File: src/rtl/if_stage.sv
// Instruction-fetch stage: owns the PC, drives word addresses to the
// combinational instruction memory, and captures the IF/ID pipeline register.
module if_stage #(
    parameter logic [31:0] RESET_PC = 32'h0000_0000,
    parameter int unsigned NMEM     = 128,
    parameter logic [31:0] NOP      = 32'h0000_0013
) (
    input  logic        clk_i,
    input  logic        rst_ni,
    input  logic        stall_i,
    input  logic        flush_i,
    input  logic        redirect_i,
    input  logic [31:0] redirect_pc_i,
    output logic [31:0] im_addr_o,
    input  logic [31:0] im_data_i,
    output logic        id_valid_o,
    output logic [31:0] id_pc_o,
    output logic [31:0] id_instr_o,
    output logic        id_fault_o
);

    localparam int unsigned XLEN = 32;

    typedef struct packed {
        logic            valid;
        logic [XLEN-1:0] pc;
        logic [XLEN-1:0] instr;
        logic            fault;
    } ifid_t;

    localparam ifid_t IFID_BUBBLE = '{valid: 1'b0, pc: '0, instr: NOP, fault: 1'b0};

    logic [XLEN-1:0] pc_q;
    logic [XLEN-1:0] pc_d;
    ifid_t           ifid_q;
    ifid_t           ifid_d;
    logic            fetch_fault_c;

    // Word index excludes the byte offset; misaligned PCs are caught as faults.
    assign im_addr_o     = {2'b00, pc_q[31:2]};
    assign fetch_fault_c = (pc_q[1:0] != 2'b00) || (im_addr_o >= XLEN'(NMEM));

    // Next PC: redirect beats stall beats sequential advance (wraps mod 2^32).
    always_comb begin
        pc_d = pc_q;
        if (redirect_i) begin
            pc_d = redirect_pc_i;
        end else if (!stall_i) begin
            pc_d = pc_q + XLEN'(4);
        end
    end

    // Next IF/ID: a flush still squashes a stalled slot.
    always_comb begin
        ifid_d = ifid_q;
        if (redirect_i || flush_i) begin
            ifid_d = IFID_BUBBLE;
        end else if (!stall_i) begin
            ifid_d.valid = 1'b1;
            ifid_d.pc    = pc_q;
            ifid_d.fault = fetch_fault_c;
            ifid_d.instr = fetch_fault_c ? NOP : im_data_i;
        end
    end

    always_ff @(posedge clk_i or negedge rst_ni) begin
        if (!rst_ni) begin
            pc_q   <= RESET_PC;
            ifid_q <= IFID_BUBBLE;
        end else begin
            pc_q   <= pc_d;
            ifid_q <= ifid_d;
        end
    end

    assign id_valid_o = ifid_q.valid;
    assign id_pc_o    = ifid_q.pc;
    assign id_instr_o = ifid_q.instr;
    assign id_fault_o = ifid_q.fault;

endmodule
File: config.mk
export PLATFORM = sky130hd
export DESIGN_NAME = if_stage
export DESIGN_NICKNAME = d
export VERILOG_FILES = /design/src/rtl/if_stage.sv
export SDC_FILE = /design/constraint.sdc
export NUM_CORES = 1
export LEC_CHECK = 0
export ABC_AREA = 1
export CELL_PAD_IN_SITES_DETAIL_PLACEMENT = 2
export CELL_PAD_IN_SITES_GLOBAL_PLACEMENT = 2
export CORE_ASPECT_RATIO = 1.2
export CORE_MARGIN = 2
export CORE_UTILIZATION = 25
export DETAILED_ROUTE_END_ITERATION = 8
export PLACE_DENSITY_LB_ADDON = 0.1
export SLEW_MARGIN = 20
export SYNTH_ARGS = -nofsm -noshare
export SYNTH_HDL_FRONTEND = slang
export SYNTH_SLANG_ARGS = --single-unit
File: constraint.sdc
create_clock -name clk_i -period 1.9 [get_ports clk_i]
set_clock_uncertainty 0.15 [all_clocks]
set_input_delay 0.57 -clock clk_i [delete_from_list [all_inputs] [get_ports clk_i]]
set_output_delay 0.57 -clock clk_i [all_outputs]
set_load 0.01 [all_outputs]
# Word level (Yosys, flattened, before mapping)
# Index checks and enable logic that the tools add are counted.
dict set report classes {
  magnitude_cmp 1
  n_reduce_logical 3
  n_addsub 1
  muxes 5
  n_eq_ne 2
}
# op count
set op_table {}
lappend op_table {{66-bit 2-to-1 mux} 2}
lappend op_table {{32-bit 2-to-1 mux} 3}
lappend op_table {{32-bit by 3-bit adder with 32-bit output, second input constant} 1}
lappend op_table {{30-bit by 8-bit greater-or-equal comparator with 1-bit output, second input constant} 1}
lappend op_table {{2-bit by 1-bit inequality test with 1-bit output, second input constant} 2}
lappend op_table {{1-bit logical OR} 2}
lappend op_table {{2-bit nonzero test} 1}
dict set report totals {
  in_bits 69
  ff_bits 98
  output_inout_bits 98
}

# Longest topological paths before layout
dict set report depth {
  word_depth 5
  depth_mapped 10
  ltp_nobuf 10
}

# Worst setup path before layout
# Ideal clock, no wire load.
dict set report synth_path {
  path_kind {in2reg}
  start {in redirect_i}
  end {reg ifid_q, in the netlist id_instr_o[10]}
  path_buffers 3
  arrival_ps 1376
  cell_stages 8
  setup_slack_ps 309
  required_ps 1685
  cell_sequence {buf_4 -> nor2_4 -> nand2_1 -> buf_4 -> buf_2 -> nor2_1 -> nand2_1 -> nand2_1}
}
dict set report synth_via {
  elab_chain_cells 2
}
# item line
set synth_rtl {}
lappend synth_rtl {{from (decl)} 12} ;# input logic redirect_i,
lappend synth_rtl {{1-bit logical OR *} 56} ;# if (redirect_i || flush_i) begin
lappend synth_rtl {{2-bit by 1-bit inequality test with 1-bit output (no source line) / 66-bit 2-to-1 mux (equally long branches)} -}
lappend synth_rtl {{to (signal assigned)} 72} ;# ifid_q <= ifid_d;
lappend synth_rtl {{to (decl)} 35} ;# ifid_t ifid_q;
# Every way passes the cells marked *; elsewhere a longest branch is shown, timed or not.
# A chain may end at the register's enable or synchronous reset.

# Worst setup path after layout
dict set report layout_path {
  start {reg ifid_q, in the netlist id_instr_o[1]}
  end {out id_instr_o[1]}
}
# item line
set layout_lines {}
lappend layout_lines {{to (decl)} 18} ;# output logic [31:0] id_instr_o,
# No word-level cell between the ends.

==> results.rst <==
.. list-table::
   :header-rows: 1

   * - Metric
     - Value
   * - Count of buffers inserted at the top-level ports
     - 164
   * - Core box area
     - 21,000 µm²
   * - CTS tree
     - done
   * - Internal cell power
     - between 3 and 4 mW
   * - Critical R2R Launch
     - pc_q[27]
   * - Crit Path Class
     - reg -> out
   * - Net Sw Power
     - between 1.5 and 2 mW
   * - Maximum vdd ir drop
     - slightly above 400 µV
   * - Critical path fanouts, max
     - 2
   * - Residual overflow from global routing
     - 0
   * - Total power draw
     - 5.20 mW
   * - Worst min-delay path class
     - reg -> reg
   * - Sequential power share
     - 0.439
   * - Detailed-placement wirelength estimate
     - approximately 17,000 µm
   * - Fraction of registers with async set/reset
     - 1.00
   * - Fraction of power consumed by the clock network
     - 0.362
   * - Post-route minimum period
     - between 1.5 and 2 ns
   * - GRT Resource Usage Total
     - 0.195
   * - Power per cell area
     - 667 nW/µm²
   * - Startpoint type of the worst setup path
     - flip-flop
   * - Most common cell in the synthesized netlist
     - sky130_fd_sc_hd__nand2_1
   * - Final count of hold timing violations
     - 0
   * - Register cell area after layout
     - 2470 µm²
   * - Top FF cell, synth
     - sky130_fd_sc_hd__dfrtp_1
   * - Reg-to-Reg End
     - id_instr_o[30]
   * - Synthesized area per cell
     - 7.17 µm²
   * - Gp weighted congestion
     - around 0.87
   * - Switching portion of total power
     - 0.307
   * - Clock buffer count from CTS
     - 9
   * - Final setup fails
     - 0
   * - Vias in the first global route
     - about 6.3k
   * - Most instantiated cells after synthesis
     - 289 x sky130_fd_sc_hd__nand2_1, 95 x sky130_fd_sc_hd__dfrtp_1, 84 x sky130_fd_sc_hd__inv_1, 83 x sky130_fd_sc_hd__nor2_1, 49 x sky130_fd_sc_hd__o21ai_0
   * - Clock latency of the later-clocked register in the worst-skew pair
     - 0.36 ns
   * - Residual antenna-violating net count after detailed routing
     - 0
   * - Post-Synthesis Cell Area
     - 5390 µm²
   * - Multi-input logic area
     - 2230 µm²
   * - Critical-path cell with the highest stage delay
     - sky130_fd_sc_hd__dfstp_2
   * - Largest buffer count on any clock path
     - 2
   * - Share of final-layout standard cells stronger than drive strength 1
     - 0.136
   * - Initial antenna violation count
     - 0
   * - Vias per std cell
     - roughly 4.5
   * - Family with the most delay on the worst path
     - flip-flops
   * - Dpl cells
     - about 1.2k
   * - Pin count of the biggest net entering global routing
     - 29
   * - Startpoint of the most critical hold path
     - id_pc_o[11]
   * - Share of power burned in combinational logic
     - 0.199
   * - # IOs
     - around 170
   * - Clock input transition at the sequential cells of the worst setup and hold paths
     - about 0.080 ns
   * - Reported max-cap violation count
     - 0
   * - Endpoint of the worst hold path
     - id_pc_o[11]
   * - WL per Instance
     - roughly 18 µm
   * - Final-stage net count
     - 1,000
   * - Hold Crit Depth
     - 2
   * - Vertical extent of the die
     - 165 µm
   * - Maximum clock rate
     - ~540 MHz
   * - Total die area
     - between 20,000 and 25,000 µm²
   * - Core Rows
     - 58
   * - Final-report max-slew violation count
     - 0
   * - Number of violations reported at the end of detailed-routing iteration 0
     - around 110
   * - Post-synth top area share
     - 0.441
   * - Via count
     - ~5.4k
   * - Slowest Stage Delay on Critical Path
     - approximately 0.55 ns
   * - Required time at the endpoint of the critical path
     - roughly 1.2 ns
   * - Cells on worst reg2reg path
     - 9
   * - X dimension of the die
     - 138 µm
   * - Worst path bufs/invs
     - 1
   * - Reg2reg setup slack
     - 0.13 ns
   * - Total Routed Length
     - between 20,000 and 25,000 µm
   * - Fin cells
     - between 1k and 1.5k
   * - Number of enable flip-flop cells after synthesis
     - 0
   * - Number of detailed-route iterations in the first pass
     - 4
   * - Share of the yosys chip area belonging to registers
     - 0.456
   * - Signal arrival time at the worst endpoint
     - 1.14 ns
   * - Effective utilization at floorplan
     - 0.256
   * - Run status
     - finished clean
   * - First-pass GRT wire length
     - around 35,000 µm
   * - Synthesis warning total
     - 0
   * - Cell count after synthesis
     - 752
   * - # clock sinks
     - slightly below 100
   * - Layout overhead on the synthesized area
     - 44.4%
   * - Fraction of the cycle the final worst path needs
     - 0.978
   * - Worst Setup End Kind
     - output port
   * - Yosys top cell by area
     - sky130_fd_sc_hd__dfrtp_1
   * - Top area cells in the synthesized netlist
     - sky130_fd_sc_hd__dfrtp_1 44%, sky130_fd_sc_hd__nand2_1 20%, sky130_fd_sc_hd__inv_1 5.8%, sky130_fd_sc_hd__nor2_1 5.8%, sky130_fd_sc_hd__buf_4 5.0%
   * - Deepest level of the CTS H-tree
     - 3
   * - Cells traversed along the worst timing path
     - clkdlybuf4s15_1
   * - Layout fillers
     - ~2.5k
   * - Static leakage
     - 4.09 nW
   * - FF+latch count, synth
     - 98
   * - Number of diodes
     - 0
   * - Clock Root Buffer
     - sky130_fd_sc_hd__clkbuf_16
   * - Number of distinct standard cells referenced by the synthesized netlist
     - 24
   * - # DRC
     - 0
-- metrics by stage --
stage                     TNS, ns  cell area [µm²]  hold slack, ns   util  setup slack [ns]
after floorplan                 0             5400           0.124      -             0.309
after global placement     -15.18             7470           0.317  0.355            -0.193
after detailed placement   -17.11             7470           0.327  0.355            -0.222
after CTS                       0             7760           0.342  0.369           0.00744
after global routing      -0.0169             7780           0.366  0.370          -0.00885
final                           0             7780           0.333  0.370            0.0423
-- final cells by class --
class                   instances  area share
inverters                      94      0.0453
multi-input cells             505       0.286
flip-flops and latches         98       0.318
well taps                     270      0.0434
clock inverters                 6     0.00707
repair buffers                221       0.270
clock buffers                  10      0.0307
-- sequential cells by signal (all words and copies together), names as in the netlist --
| register | cells |
|---|---|
| id_instr_o | 32 |
| id_pc_o | 32 |
| pc_q | 32 |
| id_fault_o | 1 |
| id_valid_o | 1 |
-- power by group through the flow --
stage | combinational [mW] | clock (mW) | sequential [mW]
floorplan | 0.477 | 0 | 2.32
global placement | 1.03 | 0 | 2.34
detailed placement | 1.05 | 0 | 2.34
CTS | 1.06 | 1.96 | 2.28
global route | 1.16 | 2.02 | 2.30
finish | 1.04 | 1.88 | 2.28
-- worst max-delay path by stage --
stage,start,to,slack [ns],cells after the start
floorplan,redirect_i,id_instr_o[10],0.31,8
global placement,stall_i,id_instr_o[8],-0.19,6
detailed placement,stall_i,id_instr_o[30],-0.22,7
CTS,pc_q[2],im_addr_o[0],0.007,1
global route,pc_q[3],pc_q[26],-0.009,11
finish,id_instr_o[1],id_instr_o[1],0.04,1
-- kinds of logic (layout without fill, tap and decap cells) --
kind of cell,after synthesis,in the layout,share of synthesized area
buffers and inverters,150,331,0.137
adder cells (fa/ha/maj),2,2,0.00464
AND/OR/NAND/NOR,419,419,0.316
AO/OA/AOI/OAI,71,71,0.0687
XOR/XNOR,11,11,0.0179
flip-flops,98,98,0.456
other,1,2,0.000696
-- cell usage in the layout (no fill, tap or decap) --
master                            count
sky130_fd_sc_hd__a21oi_1              6
sky130_fd_sc_hd__buf_12              11
sky130_fd_sc_hd__buf_4               45
sky130_fd_sc_hd__buf_8                1
sky130_fd_sc_hd__clkbuf_16            9
sky130_fd_sc_hd__clkbuf_8             1
sky130_fd_sc_hd__clkdlybuf4s15_1      3
sky130_fd_sc_hd__clkdlybuf4s50_1     67
sky130_fd_sc_hd__clkinvlp_4           2
sky130_fd_sc_hd__conb_1               2
sky130_fd_sc_hd__dfrtp_1             82
sky130_fd_sc_hd__dfrtp_2             13
sky130_fd_sc_hd__dfstp_2              3
sky130_fd_sc_hd__dlygate4sd2_1       93
sky130_fd_sc_hd__dlygate4sd3_1        1
sky130_fd_sc_hd__ha_1                 1
sky130_fd_sc_hd__ha_2                 1
sky130_fd_sc_hd__inv_1               83
sky130_fd_sc_hd__inv_2               11
sky130_fd_sc_hd__inv_6                2
sky130_fd_sc_hd__inv_8                2
sky130_fd_sc_hd__nand2_1            287
sky130_fd_sc_hd__nand2_2              4
sky130_fd_sc_hd__nand2_4              1
sky130_fd_sc_hd__nand3_1             18
sky130_fd_sc_hd__nand3b_1             1
sky130_fd_sc_hd__nand4_1              5
sky130_fd_sc_hd__nor2_1              81
sky130_fd_sc_hd__nor2_2              12
sky130_fd_sc_hd__nor2_4               9
sky130_fd_sc_hd__nor3_1               1
sky130_fd_sc_hd__o211ai_1             6
sky130_fd_sc_hd__o21ai_0             49
sky130_fd_sc_hd__o21ai_1             10
sky130_fd_sc_hd__xor2_1              11
-- timing repair --
action	4_1_cts	5_1_grt
hold endpoints to repair	11	0
setup endpoints to repair	96	36
hold buffers	1	0
resized for setup	113	9
pin swaps	0	1
buffers inserted	10	0
-- per-layer routing --
layer | routed length, µm | track usage | vias up | share of wire
met4 | 331 | 0.0529 | 0 | 0.015
met1 | 9020 | 0.230 | 2671 | 0.42
met5 | 0 | 0 | - | 0
met3 | 554 | 0.0249 | 18 | 0.026
met2 | 11500 | 0.373 | 105 | 0.54
li1 | - | - | 2587 | -
Note: power is estimated with default switching activity, not from simulation.
